## config.mk

```make
export PLATFORM = sky130hd
export DESIGN_NAME = vector_output_scheduler
export DESIGN_NICKNAME = d
export VERILOG_FILES = /design/src/rtl/vec_out_pkg.sv /design/src/rtl/vector_fifo.sv /design/src/rtl/vector_output_scheduler.sv
export SDC_FILE = /design/constraint.sdc
export NUM_CORES = 1
export LEC_CHECK = 0
export ABC_CLOCK_PERIOD_IN_PS = 4880
export CORE_UTILIZATION = 55
export CTS_BUF_LIST = sky130_fd_sc_hd__clkbuf_4 sky130_fd_sc_hd__clkbuf_8
export DETAILED_ROUTE_END_ITERATION = 10
export HOLD_SLACK_MARGIN = 0.1
export PLACE_DENSITY = 0.78
export SKIP_LAST_GASP = 1
export SLEW_MARGIN = 25
export SYNTH_ARGS = -nofsm -noshare
export SYNTH_HDL_FRONTEND = slang
export SYNTH_HIERARCHICAL = 1
export SYNTH_SLANG_ARGS = --single-unit
export TNS_END_PERCENT = 10
```

## constraint.sdc

```tcl
create_clock -name clock -period 4.88 [get_ports clock]
set_input_delay 0.976 -clock clock [delete_from_list [all_inputs] [get_ports clock]]
set_output_delay 0.976 -clock clock [all_outputs]
set_load 0.005 [all_outputs]
```

## src/rtl/vec_out_pkg.sv

```systemverilog
// Shared types and sizing for the vector output scheduler.
package vec_out_pkg;

    localparam int unsigned DATA_WIDTH   = 19;
    localparam int unsigned VECTOR_SIZE  = 6;
    localparam int unsigned FIFO_DEPTH   = 4;
    localparam int unsigned STALL_MARGIN = 1;

    localparam int unsigned VECTOR_W   = DATA_WIDTH * VECTOR_SIZE;
    localparam int unsigned LANE_IDX_W = $clog2(VECTOR_SIZE);
    localparam int unsigned COUNT_W    = $clog2(FIFO_DEPTH + 1);

    typedef logic [DATA_WIDTH-1:0] lane_t;
    typedef logic [VECTOR_SIZE-1:0][DATA_WIDTH-1:0] vector_t;

    typedef enum logic {
        IDLE = 1'b0,
        SEND = 1'b1
    } sched_state_t;

endpackage

```

## src/rtl/vector_fifo.sv

```systemverilog
// Whole-vector FIFO with wrap-around pointers and an occupancy count.
module vector_fifo #(
    parameter int unsigned WIDTH = 8,
    parameter int unsigned DEPTH = 4,
    parameter int unsigned CNT_W = $clog2(DEPTH + 1)
) (
    input  logic             clock,
    input  logic             reset,
    input  logic             push,
    input  logic             pop,
    input  logic [WIDTH-1:0] pushData,
    output logic [WIDTH-1:0] head,
    output logic [CNT_W-1:0] count,
    output logic             full,
    output logic             empty
);

    localparam int unsigned PTR_W = (DEPTH > 1) ? $clog2(DEPTH) : 1;

    logic [WIDTH-1:0] mem [DEPTH];
    logic [PTR_W-1:0] wrPtr;
    logic [PTR_W-1:0] rdPtr;

    assign head  = mem[rdPtr];
    assign full  = (count == CNT_W'(DEPTH));
    assign empty = (count == '0);

    // Pointer and occupancy tracking; a push into a full FIFO is legal only alongside a pop.
    always_ff @(posedge clock or posedge reset) begin
        if (reset) begin
            wrPtr <= '0;
            rdPtr <= '0;
            count <= '0;
        end else begin
            if (push) begin
                wrPtr <= (wrPtr == PTR_W'(DEPTH - 1)) ? '0 : wrPtr + PTR_W'(1);
            end
            if (pop) begin
                rdPtr <= (rdPtr == PTR_W'(DEPTH - 1)) ? '0 : rdPtr + PTR_W'(1);
            end
            if (push && !pop) begin
                count <= count + CNT_W'(1);
            end else if (pop && !push) begin
                count <= count - CNT_W'(1);
            end
        end
    end

    // Storage array; contents need no reset since count gates visibility.
    always_ff @(posedge clock) begin
        if (push) begin
            mem[wrPtr] <= pushData;
        end
    end

endmodule

```

## src/rtl/vector_output_scheduler.sv

```systemverilog
// Buffers CPU output vectors and streams them one lane at a time to a valid/ready sink.
module vector_output_scheduler
    import vec_out_pkg::*;
(
    input  logic                  clock,
    input  logic                  reset,
    input  logic                  outFlag,
    input  logic [VECTOR_W-1:0]   out,
    input  logic                  laneReady,
    output logic                  laneValid,
    output logic [DATA_WIDTH-1:0] laneData,
    output logic [LANE_IDX_W-1:0] laneIndex,
    output logic                  lastLane,
    output logic                  stallOut,
    output logic [COUNT_W-1:0]    fifoCount,
    output logic                  overflow
);

    sched_state_t            state;
    vector_t                 shiftReg;
    vector_t                 headVec;
    logic [VECTOR_W-1:0]     headFlat;
    logic                    fifoFull;
    logic                    fifoEmpty;
    logic                    doPop;
    logic                    doPush;
    logic [COUNT_W-1:0]      nextCount;
    logic [LANE_IDX_W-1:0]   nextIndex;

    assign headVec = vector_t'(headFlat);

    vector_fifo #(
        .WIDTH (VECTOR_W),
        .DEPTH (FIFO_DEPTH)
    ) u_fifo (
        .clock    (clock),
        .reset    (reset),
        .push     (doPush),
        .pop      (doPop),
        .pushData (out),
        .head     (headFlat),
        .count    (fifoCount),
        .full     (fifoFull),
        .empty    (fifoEmpty)
    );

    // Pop/push decisions and the occupancy the FIFO will hold after this edge.
    always_comb begin
        doPop     = 1'b0;
        doPush    = 1'b0;
        nextCount = fifoCount;
        nextIndex = laneIndex + LANE_IDX_W'(1);
        if (!fifoEmpty) begin
            doPop = (state == IDLE) || (laneReady && lastLane);
        end
        doPush = outFlag && (!fifoFull || doPop);
        if (doPush && !doPop) begin
            nextCount = fifoCount + COUNT_W'(1);
        end else if (doPop && !doPush) begin
            nextCount = fifoCount - COUNT_W'(1);
        end
    end

    // Lane sequencer: loads the head vector and walks its lanes under the sink handshake.
    always_ff @(posedge clock or posedge reset) begin
        if (reset) begin
            state     <= IDLE;
            shiftReg  <= '0;
            laneValid <= 1'b0;
            laneData  <= '0;
            laneIndex <= '0;
            lastLane  <= 1'b0;
        end else begin
            case (state)
                IDLE: begin
                    if (doPop) begin
                        shiftReg  <= headVec;
                        laneData  <= headVec[0];
                        laneIndex <= '0;
                        lastLane  <= 1'(VECTOR_SIZE == 1);
                        laneValid <= 1'b1;
                        state     <= SEND;
                    end
                end
                SEND: begin
                    if (laneReady) begin
                        if (!lastLane) begin
                            laneIndex <= nextIndex;
                            laneData  <= shiftReg[nextIndex];
                            lastLane  <= (nextIndex == LANE_IDX_W'(VECTOR_SIZE - 1));
                        end else if (doPop) begin
                            shiftReg  <= headVec;
                            laneData  <= headVec[0];
                            laneIndex <= '0;
                            lastLane  <= 1'(VECTOR_SIZE == 1);
                        end else begin
                            laneValid <= 1'b0;
                            laneData  <= '0;
                            laneIndex <= '0;
                            lastLane  <= 1'b0;
                            state     <= IDLE;
                        end
                    end
                end
                default: begin
                    state     <= IDLE;
                    laneValid <= 1'b0;
                end
            endcase
        end
    end

    // Stall request from upcoming occupancy, and the sticky drop flag.
    always_ff @(posedge clock or posedge reset) begin
        if (reset) begin
            stallOut <= 1'b0;
            overflow <= 1'b0;
        end else begin
            stallOut <= (nextCount >= COUNT_W'(FIFO_DEPTH - STALL_MARGIN));
            if (outFlag && !doPush) begin
                overflow <= 1'b1;
            end
        end
    end

endmodule

```

==> run metrics, run 1 <==
status=complete, no violations; Total GRT Usage=between 20% and 30%; row cnt=75; Setup Crit Path Kind=in -> reg; Inserted Clock Buffers=just over 90; Worst Tran Pin Value=1.04 ns; number of port buffers=approximately 150; number of vias per cell=~5.7; timing-limited maximum frequency=roughly 300 MHz; crit path capture type=flip-flop; layout overhead on the synthesized area=17.2%; static leakage=10.4 nW; flop2flop setup slack=1.77 ns; number of cells on the worst reg-to-reg path=7; initial antenna violation count=0; number of buffer and inverter instances along the worst setup path=3; Worst Slack Setup Final=about 1.6 ns; worst min path class=reg -> reg; Post-DP HPWL=around 33 mm; via count of the first global-routing pass=approximately 13000; remaining global-route overflow=0; critical path data required time=~5.2 ns; Die Span Y=about 210 um; power density cells=around 620 nW/um2; cell chain of the critical path=clkdlybuf4s50_1, nand2_1, a21o_4, a21boi_0, buf_4, and2_4, buf_4; Max IR drop VDD=273 uV; Post-CTS Setup Bufs=0; worst skew pair latency=0.65 ns; Die Outline Area=roughly 44000 um2; via count=~13000; mean instance size in the synthesized netlist=~17 um2; Antenna Diode Count=0; summed instance area of the synthesized netlist=~24000 um2; clock tree from TritonCTS=done; EDFF count, synth=456; portion of total power attributed to sequential cells=approximately 45%; Clock Skews=around 0.021 ns; reg2reg end=u_fifo/mem[2][70]; launch instance of the worst min-delay path=shiftReg[55]; timing endpoint of the critical path=u_fifo/mem[2][70]; combinational fraction of design power=29.5%; number of storage elements in the synthesis netlist=roughly 600; Clock Tree Root=clkbuf_8; post-placement cell count=2089; distinct cell type count of the synthesized netlist=42; Routed WL=51.2 mm; leading cell types in the layout, fill and taps excluded=edfxtp_1 (456), nand2_1 (359), clkdlybuf4s50_1 (146); wire length of the first global-routing pass=79.7 mm; proportion of layout cells with a drive suffix above 1=~20%; slowest cell delay on critical path=0.64 ns; Core Area=around 42000 um2; Post-Syn Instances=around 1400; number of nets in the layout=1735; Iteration-0 DRC Markers=between 1000 and 1500; Routed wire per std cell=roughly 23 um; number of setup violations in the final report=0; commonest non-fill, non-tap cell in the layout=edfxtp_1; routability congestion estimate=about 0.8; synthesized net count=1536; maximum clock insertion buffer count=3; cell family with most CP delay=buffers and inverters; H-tree level count=3; share of async-settable or async-resettable flops after synthesis=around a quarter; Most common cell on crit path=buf_4; worst slack at placement=0.899 ns; TritonRoute pass-1 iters=5; slowest CP cell=clkdlybuf4s50_1; total net switching power=roughly 5.6 mW; share of the yosys chip area belonging to registers=between 70 and 80%; Reg2Reg Launch Point=u_fifo/count[0]; unrepaired setup endpoints after global routing=false; total number of yosys warnings=6; final count of hold timing violations=0; number of non-filler instances in the completed layout=between 2000 and 2500; sink count of the clock tree=604; Synth Flop Type=edfxtp_1; clock period minus final worst setup slack=roughly 3.3 ns; proportion of total power due to net switching=between 30% and 40%; start point of the critical path=laneReady; width of the die=between 200 and 250 um; final max-slew violation count=0; critical path startpoint category=input pin; critical-path maximum fanout=46; number of buffers inserted by hold repair at cts=0; number of primary I/O pins=approximately 150; number of nets with antenna violations after detailed routing=0; final critical-path share of the clock period=between 60% and 70%; max-cap violations=0; Pint=~12 mW; post-cts resize count=0; Max-Slew Margin vs Limit=approximately 31%; CP Data Arrival Time=between 3 and 4 ns; Starting Density=between 50% and 60%; proportion of power drawn by the clock network=25.1%; maximum number of pins on one net before global-route repair=93; CTS clock-pin slew for the worst setup and hold paths=around 0.06 ns; WP depth=7; Post-route DRC=0
## metal layers
metal | part of all wire (%) | vias up | GRT usage [%]
met5 | 0 | - | 0
met4 | 2.6 | 0 | 8.43
met3 | 7.2 | 80 | 5.25
met2 | 48 | 522 | 37.6
met1 | 42 | 6596 | 34.9
li1 | - | 5706 | -
## per-stage QoR
| stage | area, um2 | utilization, % | hold slack [ns] | setup TNS [ns] | power (mW) |
|---|---|---|---|---|---|
| 6_report | 27800 | 65.8 | 0.475 | 0 | 17.2 |
| 5_1_grt | 27800 | 65.8 | 0.491 | 0 | 18.1 |
| 4_1_cts | 27800 | 65.8 | 0.477 | 0 | 17.3 |
| 3_5_place_dp | 25900 | 61.2 | 0.459 | 0 | 13.0 |
| 3_3_place_gp | 25900 | 61.2 | 0.454 | 0 | 12.8 |
| 2_1_floorplan | 23800 | - | 0.438 | -173.48 | 11.2 |
## logic make-up after synthesis
kind of cell / Yosys count / share of synthesized area (%)
XOR/XNOR: 5 / 0.216
AND/OR/NAND/NOR: 409 / 6.78
AO/OA/AOI/OAI: 106 / 3.47
adder cells (fa/ha/maj): 11 / 0.611
flip-flops: 604 / 73.2
buffers and inverters: 93 / 2.15
multiplexers: 179 / 13.6
## worst min-delay path, cell delays in order (launching register included)
cell	delay, ns
dfrtp_1	0.34
nand2_1	0.05
nand2_1	0.05
## Yosys cell counts (all sizes together) (2+ instances only)
cell       n  area share [%]
nand2b     8            0.21
nand2    359             5.7
inv       15            0.24
ha        10            0.53
a21oi     11            0.23
nor2b     10            0.26
a32oi      2           0.074
a21o      14            0.44
mux2       3            0.14
a221o     13            0.55
nand3      3           0.063
edfxtp   456              58
buf       59             1.6
dfrtp    148              16
mux2i     62             2.6
xor2       4            0.18
mux4     114              11
a22oi      2           0.063
and2       4            0.11
nor2      20            0.33
a2111oi    5            0.18
nor3       2           0.042
a221oi    22             1.1
clkbuf    19            0.30
o21ai     32            0.67
nand3b     2           0.063
## state kept, by name, indices dropped and copies added (netlist names)
name / cells
laneIndex: 3
stallOut: 1
laneData: 19
shiftReg: 114
lastLane: 1
laneValid: 1
u_fifo/count: 3
u_fifo/mem: 456
u_fifo/rdPtr: 2
state: 1
u_fifo/wrPtr: 2
overflow: 1
## layout make-up
class	instances	area, um2
Fill cell	2875	14500
Timing Repair Buffer	183	1810
Multi-Input combinational cell	710	5890
Inverter	15	62.6
Clock inverter	37	304
Tap cell	577	722
Sequential cell	604	17400
Clock buffer	134	1640
## worst min-delay path by stage
stage,depth (start not counted),slack [ns],endpoint
floorplan,2,0.44,shiftReg[20]
global placement,2,0.45,shiftReg[5]
detailed placement,2,0.46,shiftReg[22]
CTS,2,0.48,shiftReg[10]
global route,2,0.49,shiftReg[49]
finish,2,0.47,shiftReg[55]
## power groups by stage
stage,combinational [mW],clock [mW],sequential (mW)
floorplan,3.76,0,7.47
global placement,5.00,0,7.85
detailed placement,5.10,0,7.92
CTS,5.13,4.39,7.82
finish,5.07,4.32,7.82
global route,5.51,4.63,7.94
Power figures use the tool's default switching activity.
==> inputs of run 2 (changes only) <==
--- a/config.mk
+++ b/config.mk
@@ -5,12 +5,12 @@
 export SDC_FILE = /design/constraint.sdc
 export NUM_CORES = 1
 export LEC_CHECK = 0
-export ABC_CLOCK_PERIOD_IN_PS = 4880
-export CORE_UTILIZATION = 55
+export ABC_CLOCK_PERIOD_IN_PS = 3350
+export CORE_UTILIZATION = 61
 export CTS_BUF_LIST = sky130_fd_sc_hd__clkbuf_4 sky130_fd_sc_hd__clkbuf_8
 export DETAILED_ROUTE_END_ITERATION = 10
 export HOLD_SLACK_MARGIN = 0.1
-export PLACE_DENSITY = 0.78
+export PLACE_DENSITY = 0.82
 export SKIP_LAST_GASP = 1
 export SLEW_MARGIN = 25
 export SYNTH_ARGS = -nofsm -noshare
==> constraint.sdc (replaced) <==
create_clock -name clock -period 3.35 [get_ports clock]
set_input_delay 0.67 -clock clock [delete_from_list [all_inputs] [get_ports clock]]
set_output_delay 0.67 -clock clock [all_outputs]
set_load 0.005 [all_outputs]
==> run metrics, run 2 (synthesis results as in run 1) <==
number of port buffers=146 (unchanged); Max-Slew Margin vs Limit=39.6% (+8.8 points); number of nets in the layout=1742 (+0.40%); Inserted Clock Buffers=91 (-1.1%); final max-slew violation count=0 (unchanged); number of setup violations in the final report=0 (unchanged); status=complete, no violations; timing-limited maximum frequency=398 MHz; TritonRoute pass-1 iters=6 (+1); Antenna Diode Count=0 (unchanged); power density cells=896 nW/um2 (+45%); critical path data required time=3.66 ns (-1.56 ns); commonest non-fill, non-tap cell in the layout=edfxtp_1; Clock Tree Root=clkbuf_8; Setup Crit Path Kind=reg -> reg; width of the die=199 um (-5.0%); layout overhead on the synthesized area=17.3%; Total GRT Usage=26.5% (+2.2 points); via count of the first global-routing pass=13400 (-0.65%); via count=13000 (+0.37%); Routed wire per std cell=22.8 um (+0.69%); Core Area=38000 um2 (-10%); clock period minus final worst setup slack=2.51 ns; worst min path class=in -> async; Post-CTS Setup Bufs=0 (unchanged); Seq. cell area=17400 um2 (unchanged); Routed WL=50.2 mm (-2.0%); number of nets with antenna violations after detailed routing=0 (unchanged); worst-case hold slack=0.367 ns (-0.107 ns); cell family with most CP delay=simple AND/OR/NAND/NOR gates; number of non-filler instances in the completed layout=2200 (-2.7%); post-cts resize count=0 (unchanged); Starting Density=62.5% (+6.3 points); final count of hold timing violations=0 (unchanged); initial antenna violation count=0 (unchanged); proportion of layout cells with a drive suffix above 1=20.3% (+0.58 points); number of buffer and inverter instances along the worst setup path=2 (-1); final critical-path share of the clock period=between 70% and 80%; wire length of the first global-routing pass=76.9 mm (-3.4%); Die Outline Area=39700 um2 (-9.7%); leading registers by flop count=u_fifo/mem (456), shiftReg (114), laneData (19); number of flip-flops under the largest register name=456 (unchanged); crit path capture type=flip-flop; remaining global-route overflow=0 (unchanged); number of filler cells placed in the layout=2278 (-21%); slowest CP cell=dfrtp_1; row cnt=71 (-5.3%); Clock Skews=0.0217 ns (+0.000883 ns); routability congestion estimate=0.834 (+1.6%); Die Span Y=199 um (-5.0%); static leakage=10.4 nW (+0.56%); post-placement cell count=2031 (-2.8%); register name with the most flops=u_fifo/mem; number of primary I/O pins=147 (unchanged); leading cell types in the layout, fill and taps excluded=edfxtp_1 (456), nand2_1 (359), clkdlybuf4s50_1 (146); setup total negative slack=0 ns (unchanged); worst skew pair latency=0.64 ns (about the same); CP Data Arrival Time=2.82 ns (-0.84 ns); H-tree level count=3 (unchanged); max-cap violations=0 (unchanged); number of vias per cell=5.89 (+3.1%); overall power consumption=25.0 mW (+45%); unrepaired setup endpoints after global routing=false; number of buffers inserted by hold repair at cts=0 (unchanged); Iteration-0 DRC Markers=1316 (-2.4%); CTS clock-pin slew for the worst setup and hold paths=0.06 ns (about the same); critical path startpoint category=flip-flop; maximum number of pins on one net before global-route repair=120 (+29%); critical-path maximum fanout=30 (-35%); combined area of the multi-input logic cells=5890 um2 (about the same); slowest cell delay on critical path=0.55 ns (-0.09 ns); clock tree from TritonCTS=done; sink count of the clock tree=604 (unchanged); Post-route DRC=0 (unchanged); Post-DP HPWL=31.9 mm (-2.5%); maximum clock insertion buffer count=3 (unchanged); Max IR drop VDD=525 uV (+92%); cell chain of the critical path=nand2_1, a21o_4, a21boi_0, buf_4, and2_4, buf_12; Worst Tran Pin Value=0.905 ns (-0.134 ns); final design utilization=73.3% (+7.5 points)
run 2: path summary, 6_finish.rpt:
path / start / to / slack [ns] / cells past startpoint
min reg2reg: shiftReg[3] / shiftReg[3] / 0.47 / 2
max: lastLane / u_fifo/mem[2][84] / 0.84 / 6
min in group clock: shiftReg[3] / shiftReg[3] / 0.47 / 2
max in group asynchronous: reset / shiftReg[48] / 2.43 / 3
min: reset / stallOut / 0.37 / 2
max reg2reg: lastLane / u_fifo/mem[2][84] / 0.84 / 6
run 2: layout make-up:
| class | instances | area share [%] |
|---|---|---|
| multi-input combinational | 710 | 21.1 |
| clock buffer | 144 | 6.37 |
| clock inverter | 25 | 0.417 |
| sequential | 604 | 62.4 |
| timing repair buffer | 191 | 7.13 |
| tap | 511 | 2.29 |
| inverter | 15 | 0.220 |
run 2: per-layer routing:
metal,GRT usage (%),wire (um),vias to the layer above
li1,-,-,5732
met1,37.8,20400,6577
met2,41.4,24200,556
met3,4.88,4060,87
met4,10.4,1530,0
met5,0,0,-
run 2: metrics by stage:
| step | setup slack (ns) | cell area, um2 |
|---|---|---|
| 3_5_place_dp | 0.296 | 26000 |
| 5_1_grt | 0.743 | 27900 |
| 2_1_floorplan | -0.496 | 23800 |
| 4_1_cts | 0.859 | 27900 |
| 6_report | 0.838 | 27900 |
| 3_3_place_gp | 0.267 | 26000 |
run 2: power by group:
group          internal [mW]  switching, mW  total, mW
Clock                   3.36           2.67       6.03
Combinational           3.41           4.25       7.66
Sequential              10.1           1.16       11.3
Total                   16.9           8.08       25.0
==> variant 1, RTL diff (settings of run 1) <==
Change the package constant `FIFO_DEPTH` from 4 to 2.
--- a/src/rtl/vec_out_pkg.sv
+++ b/src/rtl/vec_out_pkg.sv
@@ -3,7 +3,7 @@
 
     localparam int unsigned DATA_WIDTH   = 19;
     localparam int unsigned VECTOR_SIZE  = 6;
-    localparam int unsigned FIFO_DEPTH   = 4;
+    localparam int unsigned FIFO_DEPTH   = 2;
     localparam int unsigned STALL_MARGIN = 1;
 
     localparam int unsigned VECTOR_W   = DATA_WIDTH * VECTOR_SIZE;
Interface: changed (resized fifoCount); port bits go from 147 to 146. No check against the original RTL was run, so the function may have changed too.
==> variant 1 against run 1 <==
  * Worst setup slack got worse by 0.25 ns
  * Clock power fell by 41%
  * Register-to-register slack improved by 0.29 ns
  * Synthesized area fell by 35%
  * Routed wire length fell by 39%
  * Highest routed layer unchanged
  * Sequential cell count fell by 231
  * Power fell by 34%
  * Final area fell by 34%
  * Largest power group unchanged
==> variant 1: results (changes against run 1) <==
[synth]
yosys-mux-area-fraction=0.121  ; was 0.136
postSynthCellCount=1138  ; was 1407
netlist_top_cells_area=sky130_fd_sc_hd__edfxtp_1 45%, sky130_fd_sc_hd__dfrtp_1 24%, sky130_fd_sc_hd__nand2_1 8.9%  ; was sky130_fd_sc_hd__edfxtp_1 58%, sky130_fd_sc_hd__dfrtp_1 16%, sky130_fd_sc_hd__mux4_2 11%
synth.distinct_cells=43  ; was 42
yosys.area_share.xor_xnor=0.00449  ; was 0.00216
synth_fa_ha_area_frac=0.00245  ; was 0.00611
synth_compound_area_frac=0.0487  ; was 0.0347
yosys-top-cells-count=363 x sky130_fd_sc_hd__nand2_1, 228 x sky130_fd_sc_hd__edfxtp_1, 145 x sky130_fd_sc_hd__dfrtp_1, 67 x sky130_fd_sc_hd__mux2_2, 50 x sky130_fd_sc_hd__mux2_4  ; was 456 x sky130_fd_sc_hd__edfxtp_1, 359 x sky130_fd_sc_hd__nand2_1, 148 x sky130_fd_sc_hd__dfrtp_1, 114 x sky130_fd_sc_hd__mux4_2, 62 x sky130_fd_sc_hd__mux2i_1
synth_edf_count=228  ; was 456
postSynth.asyncResetShare=0.389  ; was 0.245

[cells_and_area]
layout_top_registers=u_fifo/mem (228), shiftReg (114), laneData (19)  ; was u_fifo/mem (456), shiftReg (114), laneData (19)
n_fill_cell=1936  ; was 2875
post_route_cells_drive_above_1_share=0.182  ; was 0.197
num-nets-final=1415  ; was 1735

[worst_setup_path]
max_stage_delay_on_crit_path_ns=0.74  ; was 0.64 ns
path_max_fanout=50  ; was 46

[power]
clock_share_of_power=0.224  ; was 0.251
ir_drop_uv=283  ; was 273 uV
power.switching_mw=3.87  ; was 5.56 mW
seq-power_mw=5.07  ; was 7.82 mW

[placement]
dp_hpwl_mm=20.3  ; was 32.8 mm
placed_cells_incl_taps=1607  ; was 2089
port_buffers=145  ; was 146

[sta]
relSlewSlack=0.382  ; was 0.308
final.setup_skew_ns=0.0105  ; was 0.0208 ns

[detailed_routing]
via_per_inst=5.46  ; was 5.71
wl_mm=31.4  ; was 51.2 mm
initialDrtViolationCount=773  ; was 1349

[global_route]
global_route_wire_length_before_repair_mm=49.9  ; was 79.7 mm
first_global_vias=9474  ; was 13500

[clock_network]
cts_h_tree_lvls=2  ; was 3
cts_inserted_buffers=57  ; was 92
clock_latency_ns=0.58  ; was 0.65 ns

[run_status]
run_status=complete, no violations  ; unchanged

## variant 1: cell count changes after synthesis, moves of 12 or more
cell / before / now
sky130_fd_sc_hd__edfxtp_1: 456 / 228
sky130_fd_sc_hd__mux4_2: 114 / 0
sky130_fd_sc_hd__mux2_2: 3 / 67
sky130_fd_sc_hd__mux2_4: 0 / 50
sky130_fd_sc_hd__mux2i_1: 62 / 35
sky130_fd_sc_hd__buf_4: 18 / 2
sky130_fd_sc_hd__o31ai_1: 0 / 16
sky130_fd_sc_hd__a21o_1: 14 / 0
sky130_fd_sc_hd__a22oi_1: 2 / 16
sky130_fd_sc_hd__nand3_1: 3 / 17
sky130_fd_sc_hd__a2111oi_0: 5 / 18
sky130_fd_sc_hd__nor2_1: 19 / 6
sky130_fd_sc_hd__a221oi_1: 12 / 0
sky130_fd_sc_hd__nor2b_1: 10 / 22
## variant 1: worst paths after layout
check                                 from         endpoint  slack (ns)  depth (start not counted)
max                           laneIndex[0]     laneIndex[0]        1.31                          2
min                           shiftReg[26]     shiftReg[26]        0.47                          2
max reg2reg                u_fifo/count[0]         stallOut        2.06                          6
min reg2reg                   shiftReg[26]     shiftReg[26]        0.47                          2
max in group asynchronous            reset     shiftReg[85]        2.98                          3
min in group asynchronous            reset  u_fifo/count[1]        0.72                          2
## variant 1: cell type report
type                            instances  area (sq um)  share of cell area
Tap cell                              372           465              0.0255
Clock inverter                         23           133             0.00727
Multi-Input combinational cell        692          4450               0.244
Inverter                                7          33.8             0.00185
Sequential cell                       373         10500               0.574
Timing Repair Buffer                  163          1650              0.0904
Clock buffer                           85          1030              0.0566
## variant 1: cells by family (layout without fill, tap and decap cells)
group	after synthesis	count (layout)
and+or+nand+nor	423	423
DFF	373	373
muxes	152	152
AOI/OAI and AO/OA	107	107
buffers and inverters	73	278
xor gates and xnor gates	7	7
adders and majority gates	3	3
## variant 1: stage by stage
step	total power, mW	TNS, ns	setup WS, ns	instance area [sq um]	util
floorplan	7.70	-41.11	-0.361	15300	-
global placement	8.75	0	1.41	17100	0.629
detailed placement	8.88	0	1.34	17100	0.629
CTS	11.5	0	1.28	18200	0.672
global route	12.0	0	1.20	18200	0.672
finish	11.4	0	1.31	18200	0.672
## variant 1: routing by layer
layer / vias up / track usage / part of all wire
met5: - / 0 / 0
met4: 0 / 0.0802 / 0.027
met3: 61 / 0.0388 / 0.061
met2: 365 / 0.366 / 0.48
met1: 4601 / 0.311 / 0.44
li1: 4333 / - / -
## variant 1: worst register-to-register path, delay by kind of cell (launching register included)
family	cells	cell delay (ns)
buffers and inverters	2	1.17
AND/OR/NAND/NOR	3	0.78
flip-flops	1	0.49
AO/OA/AOI/OAI	1	0.26
==> variant 2, RTL diff (flow settings as in run 1) <==
Made on the original files. Put one more register stage on the output `overflow`. The value now appears one clock later. The other outputs are not delayed to match.
--- a/src/rtl/vector_output_scheduler.sv
+++ b/src/rtl/vector_output_scheduler.sv
@@ -15,6 +15,8 @@
     output logic [COUNT_W-1:0]    fifoCount,
     output logic                  overflow
 );
+
+    logic overflow_s0;
 
     sched_state_t            state;
     vector_t                 shiftReg;
@@ -114,14 +116,18 @@
     always_ff @(posedge clock or posedge reset) begin
         if (reset) begin
             stallOut <= 1'b0;
-            overflow <= 1'b0;
+            overflow_s0 <= 1'b0;
         end else begin
             stallOut <= (nextCount >= COUNT_W'(FIFO_DEPTH - STALL_MARGIN));
             if (outFlag && !doPush) begin
-                overflow <= 1'b1;
+                overflow_s0 <= 1'b1;
             end
         end
     end
 
+    always_ff @(posedge clock) begin
+        overflow <= overflow_s0;
+    end
+
 endmodule
 
Formal check against the unedited RTL: same outputs for any inputs over 4 cycles, from zero or initial values and one cycle with reset high; that may be too few to reach the edited logic, so the function may still have changed.
==> variant 2 against run 1 <==
  * Sequential cell count increased by 1
  * Synthesized cell count is essentially flat
  * Worst setup slack barely moved
  * Final area up 0.33%
  * Utilization grew 0.22 points
  * Power increased by 0.50%
  * Routed wire length down 1.8%
  * Highest routed layer is now met5
  * Maximum frequency about the same
  * Register-to-register slack worse by 0.21 ns
  * Synthesized area is essentially flat
  * Sequential share of layout area shrank 0.13 points
  * Die area is essentially flat
  * Critical path type is now reg2reg
  * First-iteration DRC count down 19%
==> variant 2: results (changes against run 1) <==
[worst_setup_path]
worstSetupPathType=reg2reg  ; was in2reg
max_stage_delay_on_crit_path_ns=0.53  ; was 0.64 ns
timing.critical_path.arrival_ns=3.88  ; was 3.66 ns
cp_slowest_cell=sky130_fd_sc_hd__dfrtp_1  ; was sky130_fd_sc_hd__clkdlybuf4s50_1
path_max_fanout=29  ; was 46
critical_path_source=u_fifo/count[0]  ; was laneReady
cpLargestDelayFamily=buffers and inverters  ; unchanged

[sta]
final.setup_skew_ns=0.0401  ; was 0.0208 ns
worst_slew_pin_slew_ns=1.02  ; was 1.04 ns

[power]
total_leakage_power_nw=10.4  ; about the same
ir_drop_uv=311  ; was 273 uV

[cells_and_area]
post_route_cells_drive_above_1_share=0.202  ; was 0.197
antenna_cells=0  ; unchanged
num-nets-final=1733  ; was 1735

[synth]
netlist_top_cells_area=sky130_fd_sc_hd__edfxtp_1 58%, sky130_fd_sc_hd__dfrtp_1 16%, sky130_fd_sc_hd__mux4_2 11%  ; unchanged
post_synth.cell_area_avg_sq_um=16.9  ; about the same
ys_seq_area_frac=0.732  ; about the same
post-synth-top-area-fraction=0.576  ; about the same
postSynth.asyncResetShare=0.245  ; about the same
synth_fp_nets=1537  ; was 1536
synth.distinct_cells=43  ; was 42

[placement]
placed_cells_incl_taps=2083  ; was 2089
routabilityCongestion=0.818  ; was 0.821
dp_hpwl_mm=31.6  ; was 32.8 mm

[run_status]
run_status=complete, no violations  ; unchanged

[min_path]
hp-start=overflow_s0  ; was shiftReg[55]

[global_route]
grt_antenna_before_repair=1  ; was 0
grt_usage=0.236  ; was 0.244
global_route_wire_length_before_repair_mm=77.6  ; was 79.7 mm
grt_max_degree=94  ; was 93

[detailed_routing]
wl_per_cell_um=22.2  ; was 22.7 um
route.vias.total=12800  ; was 12900
routed-wl-met3_mm=3.70  ; about the same
via_per_inst=5.68  ; was 5.71
routed.top_layer=met5  ; was met4
dr_wl_met2_mm=24.4  ; about the same
firstDrtPassIters=5  ; unchanged
initialDrtViolationCount=1090  ; was 1349
wl_met1_mm=21.0  ; was 21.7 mm

[clock_network]
cts_h_tree_lvls=3  ; unchanged
cts_inserted_buffers=95  ; was 92
clock_latency_ns=0.68  ; was 0.65 ns
number_of_buffers_on_the_longest_clock_path=3  ; unchanged

-- variant 2: cell type report --
class,instances,area (sq um)
Multi-Input combinational cell,710,5890
Clock buffer,155,1880
Fill cell,2777,14400
Clock inverter,21,138
Sequential cell,605,17400
Timing Repair Buffer,177,1820
Inverter,15,62.6
Tap cell,577,722
-- variant 2: cell families after synthesis --
logic type | after synthesis | share of synthesized area
AOI/OAI and AO/OA | 106 | 0.0346
xor gates and xnor gates | 5 | 0.00216
adders and majority gates | 11 | 0.00610
buffers and inverters | 93 | 0.0215
DFF | 605 | 0.732
muxes | 179 | 0.135
and+or+nand+nor | 409 | 0.0677
-- variant 2: worst paths after layout --
path | endpoint | slack (ns) | depth (start not counted)
max | u_fifo/count[2] | 1.56 | 11
min in group asynchronous | u_fifo/rdPtr[0] | 0.73 | 2
min reg2reg | overflow | 0.39 | 0
min | overflow | 0.39 | 0
max reg2reg | u_fifo/count[2] | 1.56 | 11
max in group asynchronous | shiftReg[19] | 3.05 | 3
-- variant 2: per-stage QoR --
step	hold slack, ns	cell area, sq um	setup TNS [ns]	util	worst slack [ns]
finish	0.388	27900	0	0.660	1.56
global route	0.402	27900	0	0.660	1.33
CTS	0.395	27900	0	0.660	1.54
detailed placement	0.381	25900	0	0.612	1.04
global placement	0.359	25900	0	0.612	1.14
floorplan	0.348	23800	-173.48	-	-0.507
-- variant 2: where the power goes --
part,internal (mW),switching (mW),leakage [nW]
registers,6.96,0.751,6.03
logic,2.29,2.92,3.30
clock network,2.45,1.93,1.08
total,11.7,5.60,10.4
-- variant 2: per-layer routing --
layer / up-vias / global-route usage
met2: 525 / 0.364
met1: 6535 / 0.341
met5: - / 0
li1: 5705 / -
met3: 81 / 0.0548
met4: 2 / 0.0715
